File: src/rtl/tx_flt_seq.sv
// Sequencer and clock-enable generator for the SRRC transmit filter: sample/symbol enables,
// zero-stuffed symbol injection and the start/run/flush lifecycle. Option: TX_SEQ_IMPULSE_EN.
module tx_flt_seq #(
  parameter int unsigned ClkPerSam = 4,
  parameter int unsigned SamPerSym = 4,
  parameter int unsigned FlushSams = 132,
  parameter int unsigned LatSams   = 16
) (
  input  logic               clk_i,
  input  logic               rst_ni,
  input  logic               start_i,
  input  logic               stop_i,
`ifdef TX_SEQ_IMPULSE_EN
  input  logic               impulse_i,
`endif
  input  logic signed [17:0] sym_i,
  input  logic               sym_valid_i,
  output logic               sym_ready_o,
  output logic               sam_clk_en_o,
  output logic               sym_clk_en_o,
  output logic signed [17:0] flt_in_o,
  output logic               flt_out_valid_o,
  output logic               busy_o,
  output logic               done_o,
  output logic               underrun_o,
  output logic [15:0]        underrun_cnt_o
);

  localparam int unsigned ClkW   = (ClkPerSam > 1) ? $clog2(ClkPerSam) : 1;
  localparam int unsigned SamW   = $clog2(SamPerSym);
  localparam int unsigned FlushW = $clog2(FlushSams + 1);
  localparam int unsigned LatW   = $clog2(LatSams + 1);

  typedef enum logic [1:0] {StIdle, StRun, StFlush} state_e;

  state_e             state_q;
  logic [ClkW-1:0]    clk_cnt_q;
  logic [SamW-1:0]    sam_cnt_q;
  logic [FlushW-1:0]  flush_cnt_q;
  logic [LatW-1:0]    lat_cnt_q;
  logic               start_pend_q, stop_pend_q;
  logic               arm_q, lat_run_q, out_valid_q, done_q, underrun_q;
  logic [15:0]        underrun_cnt_q;
  logic signed [17:0] flt_in_q;

  logic               sam_en, sym_en, sym_ready, xfer, miss;
  logic               go_run, go_flush, go_imp, flush_last, lat_start;
  logic signed [17:0] inject_val;

`ifdef TX_SEQ_IMPULSE_EN
  localparam logic signed [17:0] SymbolP2 = 18'sd98304;
  logic imp_pend_q;
`endif

  always_comb begin
    sam_en     = (clk_cnt_q == ClkW'(ClkPerSam - 1));
    sym_en     = sam_en && (sam_cnt_q == '0);
    // A slot that sees a pending stop belongs to FLUSH, so it is never offered upstream.
    sym_ready  = (state_q == StRun) && sym_en && !stop_pend_q;
    xfer       = sym_ready && sym_valid_i;
    miss       = sym_ready && !sym_valid_i;
    go_run     = (state_q == StIdle) && sym_en && start_pend_q;
    go_flush   = (state_q == StRun) && sym_en && stop_pend_q;
    flush_last = (state_q == StFlush) && sam_en && (flush_cnt_q == FlushW'(FlushSams - 1));
`ifdef TX_SEQ_IMPULSE_EN
    go_imp     = (state_q == StIdle) && sym_en && imp_pend_q && !start_pend_q;
    inject_val = xfer ? sym_i : (go_imp ? SymbolP2 : '0);
`else
    go_imp     = 1'b0;
    inject_val = xfer ? sym_i : '0;
`endif
    lat_start  = (xfer && arm_q) || go_imp;
  end

  // Enables free-run in every state so the filter pipeline keeps clocking.
  always_ff @(posedge clk_i) begin
    if (!rst_ni) begin
      clk_cnt_q <= '0;
      sam_cnt_q <= '0;
    end else begin
      clk_cnt_q <= sam_en ? '0 : clk_cnt_q + 1'b1;
      if (sam_en) begin
        sam_cnt_q <= (sam_cnt_q == SamW'(SamPerSym - 1)) ? '0 : sam_cnt_q + 1'b1;
      end
    end
  end

  always_ff @(posedge clk_i) begin
    if (!rst_ni) begin
      state_q        <= StIdle;
      flush_cnt_q    <= '0;
      lat_cnt_q      <= '0;
      start_pend_q   <= 1'b0;
      stop_pend_q    <= 1'b0;
      arm_q          <= 1'b0;
      lat_run_q      <= 1'b0;
      out_valid_q    <= 1'b0;
      done_q         <= 1'b0;
      underrun_q     <= 1'b0;
      underrun_cnt_q <= '0;
      flt_in_q       <= '0;
`ifdef TX_SEQ_IMPULSE_EN
      imp_pend_q     <= 1'b0;
`endif
    end else begin
      start_pend_q <= (start_pend_q & ~go_run) | start_i;
      // Outside RUN a stop only survives when it rides along with a pending start.
      if (state_q == StRun) begin
        stop_pend_q <= (stop_pend_q & ~go_flush) | stop_i;
      end else begin
        stop_pend_q <= (stop_pend_q | stop_i) & (start_pend_q | start_i);
      end
`ifdef TX_SEQ_IMPULSE_EN
      imp_pend_q <= (imp_pend_q & ~go_imp) | impulse_i;
`endif
      done_q     <= flush_last;
      underrun_q <= miss;
      if (miss && (underrun_cnt_q != 16'hFFFF)) begin
        underrun_cnt_q <= underrun_cnt_q + 16'd1;
      end
      if (sam_en) begin
        flt_in_q <= inject_val;
      end

      unique case (state_q)
        StIdle: begin
          if (go_run) begin
            state_q <= StRun;
          end else if (go_imp) begin
            state_q <= StFlush;
          end
        end
        StRun: begin
          if (go_flush) begin
            state_q <= StFlush;
          end
        end
        StFlush: begin
          if (sam_en) begin
            if (flush_last) begin
              state_q     <= StIdle;
              flush_cnt_q <= '0;
            end else begin
              flush_cnt_q <= flush_cnt_q + 1'b1;
            end
          end
        end
        default: state_q <= StIdle;
      endcase

      // Output-valid latency is timed from the first injection after entering RUN.
      if (go_run) begin
        arm_q <= 1'b1;
      end
      if (lat_start) begin
        arm_q     <= 1'b0;
        lat_run_q <= 1'b1;
        lat_cnt_q <= '0;
      end else if (lat_run_q && sam_en) begin
        if (lat_cnt_q == LatW'(LatSams - 1)) begin
          lat_run_q   <= 1'b0;
          out_valid_q <= 1'b1;
        end else begin
          lat_cnt_q <= lat_cnt_q + 1'b1;
        end
      end
      if (flush_last) begin
        out_valid_q <= 1'b0;
        lat_run_q   <= 1'b0;
        arm_q       <= 1'b0;
      end
    end
  end

  assign sym_ready_o     = sym_ready;
  assign sam_clk_en_o    = sam_en;
  assign sym_clk_en_o    = sym_en;
  assign flt_in_o        = flt_in_q;
  assign flt_out_valid_o = out_valid_q;
  assign busy_o          = (state_q != StIdle);
  assign done_o          = done_q;
  assign underrun_o      = underrun_q;
  assign underrun_cnt_o  = underrun_cnt_q;

endmodule
File: config.mk
export PLATFORM = sky130hd
export DESIGN_NAME = tx_flt_seq
export DESIGN_NICKNAME = d
export VERILOG_FILES = /design/src/rtl/tx_flt_seq.sv
export SDC_FILE = /design/constraint.sdc
export NUM_CORES = 1
export LEC_CHECK = 0
export ABC_AREA = 1
export BUFFER_PORTS_ARGS = -buffer_cell sky130_fd_sc_hd__buf_2
export CAP_MARGIN = 15
export CORE_MARGIN = 5
export CORE_UTILIZATION = 55
export DETAILED_ROUTE_END_ITERATION = 7
export HOLD_SLACK_MARGIN = 0.05
export MAX_ROUTING_LAYER = met4
export PLACE_DENSITY = 0.82
export SKIP_LAST_GASP = 1
export SLEW_MARGIN = 10
export SYNTH_ARGS = -nofsm -noshare
export SYNTH_HDL_FRONTEND = slang
export SYNTH_SLANG_ARGS = --single-unit
export TNS_END_PERCENT = 5
File: constraint.sdc
create_clock -name clk_i -period 2.81 [get_ports clk_i]
set_clock_uncertainty 0.2 [all_clocks]
set_input_delay 0.843 -clock clk_i [delete_from_list [all_inputs] [get_ports clk_i]]
set_output_delay 0.843 -clock clk_i [all_outputs]
set_load 0.02 [all_outputs]
==> qor.yml, run 1 <==
status: "complete, no violations"
nNetsFinal: 488
overflow: 0
hp-class: "reg -> reg"
tritoncts: "done"
critPathKind: "reg -> out"
cts_sinks: 60
yosysTopAreaCell: "dfxtp_1"
dpl.hpwl_um: 4550
p_comb_frac: 0.043
synth-seq-cells: 60
cts_max_level: 3
first_iter_violations: 130
n_fill_cell: 394
synth_area_leaders: "dfxtp_1 44%, nand2_1 17%, a21oi_1 8.2%"
seq_area_frac_synth: 0.437
period_needed_ns: 2.60
ant_nets: 0
yosysTopAreaCellShare: 0.437
ir_drop_mv: 0.409
root_buffer: "clkbuf_8"
synth-main-ff-cell: "dfxtp_1"
die_area_mm2: 0.00651
finalPower_w: 0.00163
syn_inst: 392
syn_area_per_cell_um2: 7.02
grt_antenna_before_repair: 0
setup_viol_count_final: 0
p_switching_w: 0.000356
place.gp.congestion: 0.832
route.final.wire_length_um: 6150
place_inst: 514
insertion_delay_ns: 0.33
grt_usage: 0.211
ys_async_sr_fraction: 0
clkTransAtPathRegs_ns: 0.06
post-cts-setup-buffer-count: 0
final_cells: 530
synthesis.area_mm2: 0.00275
end_kind: "output pin"
multi_input_area_mm2: 0.00135
timing.max_cap.violations: 0
antenna_cells: 0
worst_ep_required_time_ns: 1.77
synth_edf_count: 0
slew_viol_final: 0
cts_buffers: 9
ioPinCount: 64
crit_arrival_ns: 1.56
drt-pass1-iter-count: 4
synth_fp_nets: 422
pwr-share-seq: 0.529
synth.most_common_cell: "nand2_1"
crit_fanout: 6
whs_ns: 0.230
grt_max_degree: 25
core_mm2: 0.00479
die_x_um: 80.7
die_h_um: 80.7
relSlewSlack: 0.592
grt_pass1_vias: 2508
synth_cell_types: 26
rsz0062_at_grt: "no"
vias: 2676
grt_pass1_wl_um: 10400
layout_worst_path_cycle_share: 0.925
initial_core_util: 0.575
fin_util: 0.690
cts_resized: 0
swShare: 0.218
hold_viol_final: 0
area_delta_synth_final_pct: 20.1
vias_per_cell: 5.05
p_clk_frac: 0.428
regArea_mm2: 0.00120
leakagePower_nw: 1.46
clockBufferDepth: 2
fin_tns_setup_ns: 0
synthTopCellsByCount: "128 x nand2_1, 60 x dfxtp_1, 50 x nor2_1, 45 x a21oi_1, 37 x inv_1"
drive_gt1_frac: 0.190
tightest_slew_ns: 0.611
internal-power_w: 0.00128
rows: 25
start_kind: "register"
wl_per_cell_um: 11.6
yosys_warnings: 0
drc_errors: 0
cellPowerDensity_mw_per_mm2: 494
fmax_mhz: 385
io_buffers: 63
cts_hold_buf: 0
## area by class of cell
cell class / count / share of cell area
Clock buffer: 15 / 0.0534
Clock inverter: 1 / 0.00152
Inverter: 38 / 0.0432
Multi-Input combinational cell: 284 / 0.409
Sequential cell: 60 / 0.364
Tap cell: 67 / 0.0254
Timing Repair Buffer: 65 / 0.104
## registers in the layout, indices dropped and copies added, names as in the netlist
name	flops
arm_q	1
clk_cnt_q	2
done_o	1
flt_in_o	18
flt_out_valid_o	1
flush_cnt_q	8
lat_cnt_q	5
lat_run_q	1
sam_cnt_q	2
start_pend_q	1
state_q	2
stop_pend_q	1
underrun_cnt_o	16
underrun_o	1
## worst max-delay path: stages, from the launching register on
cell and delay, ns:
dfxtp_1 0.34, ha_1 0.27, nand2_2 0.12, nor2_4 0.19
nand2_2 0.10, inv_1 0.06, buf_2 0.16
## layout by cell type (no fill, tap or decap), types with 2 or more instances in the layout
cell,instances
inv_1,37
a21oi_1,45
nand2_1,128
o21ai_0,3
dfxtp_1,60
nor3_1,2
ha_1,7
buf_2,63
nand2_2,2
or2_2,2
nor2_1,50
clkbuf_1,3
nand3_1,16
nor3b_1,2
nand4_1,9
clkbuf_8,12
xor2_1,5
nor2_4,3
xnor2_1,4
## power groups by stage
stage                     Combinational, W  Clock [W]  Sequential, W
final                            0.0000705   0.000699       0.000863
after CTS                        0.0000709   0.000721       0.000863
after floorplan                  0.0000416          0       0.000881
after global placement           0.0000689          0       0.000881
after detailed placement         0.0000709          0       0.000882
after global routing             0.0000793   0.000764       0.000863
## stage by stage
stage | instance area [um^2] | setup WS (ns)
after floorplan | 2750 | 0.560
after global placement | 3120 | 0.629
after detailed placement | 3120 | 0.571
after CTS | 3300 | 0.195
after global routing | 3300 | 0.119
final | 3300 | 0.210
## cell families after synthesis
family,share of synthesized area
AOI/OAI and AO/OA,0.0928
xor gates and xnor gates,0.0287
adders and majority gates,0.0318
buffers and inverters,0.0723
DFF,0.437
and+or+nand+nor,0.338
## layer usage
layer | share of wire | global-route usage | wire length, um
met4 | 0.015 | 0.101 | 92
met3 | 0.060 | 0.0594 | 367
met2 | 0.50 | 0.353 | 3050
met5 | 0 | - | 0
met1 | 0.43 | 0.230 | 2640
## worst paths after layout
kind | start | to | slack [ns] | depth (start not counted)
max | clk_cnt_q[0] | sym_ready_o | 0.21 | 6
min reg2reg | clk_cnt_q[0] | clk_cnt_q[0] | 0.23 | 1
min | clk_cnt_q[0] | clk_cnt_q[0] | 0.23 | 1
max reg2reg | underrun_cnt_o[0] | underrun_cnt_o[15] | 0.69 | 8
Power figures use the tool's default switching activity.
==> run 2: changes to the inputs <==
==> constraint.sdc (replaced) <==
create_clock -name clk_i -period 2.81 [get_ports clk_i]
set_clock_uncertainty 0.2 [all_clocks]
set_input_delay 0.1405 -clock clk_i [delete_from_list [all_inputs] [get_ports clk_i]]
set_output_delay 0.1405 -clock clk_i [all_outputs]
set_load 0.02 [all_outputs]
==> qor.yml, run 2 (synthesis results as in run 1) <==
worst_ep_required_time_ns: 2.83  # +1.06 ns
drc_errors: 0  # unchanged
p_clk_frac: 0.440  # +0.012
slowest_delay_ns: 0.35  # about the same
p_comb_frac: 0.055  # +0.012
fin_tns_setup_ns: 0  # unchanged
post-cts-setup-buffer-count: 0  # unchanged
crit_slowest_cell: "nor2_4"
hold_start: "clk_cnt_q[0]"
drt-pass1-iter-count: 4  # unchanged
rr_worst_depth: 8  # unchanged
crit_start: "clk_cnt_q[0]"
drive_gt1_frac: 0.186  # -0.00411
relSlewSlack: 0.577  # -0.0154
reg2reg_setup_slack_ns: 0.70  # about the same
ir_drop_mv: 0.454  # +11%
grt_pass1_wl_um: 11200  # +7.5%
internal-power_w: 0.00131  # +2.3%
ioPinCount: 64  # unchanged
place_area_mm2: 0.00310  # -0.64%
insertion_delay_ns: 0.34  # about the same
root_buffer: "clkbuf_8"
place.gp.congestion: 0.857  # +3.0%
final_area_mm2: 0.00351  # +6.4%
end_kind: "register"
crit_fanout: 19  # +13
dp_slack_ns: 0.724  # +0.153 ns
cts_buffers: 9  # unchanged
first_iter_violations: 116  # -11%
timing.rr.start: "clk_cnt_q[0]"
tritoncts: "done"
initial_core_util: 0.575  # unchanged
setup_ws_ns: 0.696  # +0.485 ns
rows: 25  # unchanged
io_buffers: 63  # unchanged
status: "complete, no violations"
crit_arrival_ns: 2.14  # +0.58 ns
clockBufferDepth: 2  # unchanged
tightest_slew_ns: 0.634  # +0.0230 ns
largest_register_ffs: 18  # unchanged
vias_per_cell: 4.94  # -2.1%
timing.max_cap.violations: 0  # unchanged
setup_viol_count_final: 0  # unchanged
fin_util: 0.734  # +0.0439
hp-class: "reg -> reg"
slew_viol_final: 0  # unchanged
grt_max_degree: 23  # -8.0%
grt_pass1_vias: 2535  # +1.1%
cts_sinks: 60  # unchanged
dpl.hpwl_um: 4440  # -2.4%
nNetsFinal: 509  # +4.3%
fmax_mhz: 473  # +23%
period_needed_ns: 2.11  # -0.485 ns
vias: 2723  # +1.8%
rsz0062_at_grt: "no"
whs_endpoint: "clk_cnt_q[0]"
grt_usage: 0.227  # +0.0168
start_kind: "register"
route.final.wire_length_um: 6560  # +6.5%
critical_path.cell_chain: "ha_1 > nand2_2 > nor2_4 > nand2_2 > nor2_4 > nand2_1 > nand2_1 > nor2_1"
core_mm2: 0.00479  # unchanged
die_area_mm2: 0.00651  # unchanged
overflow: 0  # unchanged
critPathKind: "reg -> reg"
die_x_um: 80.7  # unchanged
die_h_um: 80.7  # unchanged
p_switching_w: 0.000401  # +12%
wl_per_cell_um: 11.9  # +2.5%
swShare: 0.235  # +0.0166
pwr-share-seq: 0.505  # -0.024
ant_nets: 0  # unchanged
cts_max_level: 3  # unchanged
grt_antenna_before_repair: 0  # unchanged
clkTransAtPathRegs_ns: 0.07  # about the same
min_path_cells: 1  # unchanged
layout_commonest_cell: "nand2_1"
layout_worst_path_cycle_share: 0.752  # -0.173
timing.rr.end: "lat_cnt_q[3]"
antenna_cells: 0  # unchanged
cellPowerDensity_mw_per_mm2: 486  # -1.8%
hold_viol_final: 0  # unchanged
leakagePower_nw: 1.54  # +5.4%
final_cell_mix: "128 x nand2_1, 63 x buf_2, 60 x dfxtp_1, 50 x nor2_1, 45 x a21oi_1"
area_delta_synth_final_pct: 27.7
run 2: cell types whose count changed in the layout (fill, tap and decap cells not counted):
cell,delta
buf_12,-1
bufinv_16,+1
clkbuf_1,-3
clkbuf_8,-3
clkinv_2,+2
clkinvlp_4,+3
dlygate4sd3_1,+22
run 2: final cells by class:
class	instances	area (um^2)
Clock buffer	9	124
Tap cell	67	83.8
Fill cell	383	1270
Inverter	38	143
Clock inverter	7	67.6
Timing Repair Buffer	86	543
Sequential cell	60	1200
Multi-Input combinational cell	284	1350
run 2: metrics by stage:
step	cells	power, W	hold slack [ns]
after global placement	513	0.000949	0.191
after global routing	551	0.00177	0.246
after floorplan	392	0.000923	0.0627
after detailed placement	513	0.000950	0.192
final	551	0.00171	0.242
after CTS	551	0.00171	0.238
run 2: worst max path at each step:
stage,end,slack [ns]
final,lat_cnt_q[3],0.70
after global routing,lat_cnt_q[3],0.59
after CTS,lat_cnt_q[3],0.71
after detailed placement,lat_cnt_q[3],0.72
after global placement,lat_cnt_q[3],0.82
after floorplan,underrun_cnt_o[2],0.95
run 2: metal layers:
metal / track usage / wire (um)
met1: 0.252 / 2810
met2: 0.383 / 3260
met3: 0.0673 / 383
met4: 0.0895 / 93
met5: - / 0
run 2: power groups by stage:
stage               Sequential, W  Clock [W]  Combinational [W]
global placement         0.000881          0          0.0000674
global route             0.000863   0.000806           0.000103
finish                   0.000862   0.000751          0.0000932
CTS                      0.000862   0.000760          0.0000917
floorplan                0.000881          0          0.0000416
detailed placement       0.000882          0          0.0000683
run 2: timing repair:
item / CTS / global route
endpoints found under the hold margin: 30 / 0
gates resized for setup: 0 / 0
hold buffers: 22 / 0
run 2: critical path, delay by kind of cell (launching register included):
kind	cells	cell delay, ns
flip-flops	1	0.34
AND/OR/NAND/NOR	7	1.19
adder cells (fa/ha/maj)	1	0.27
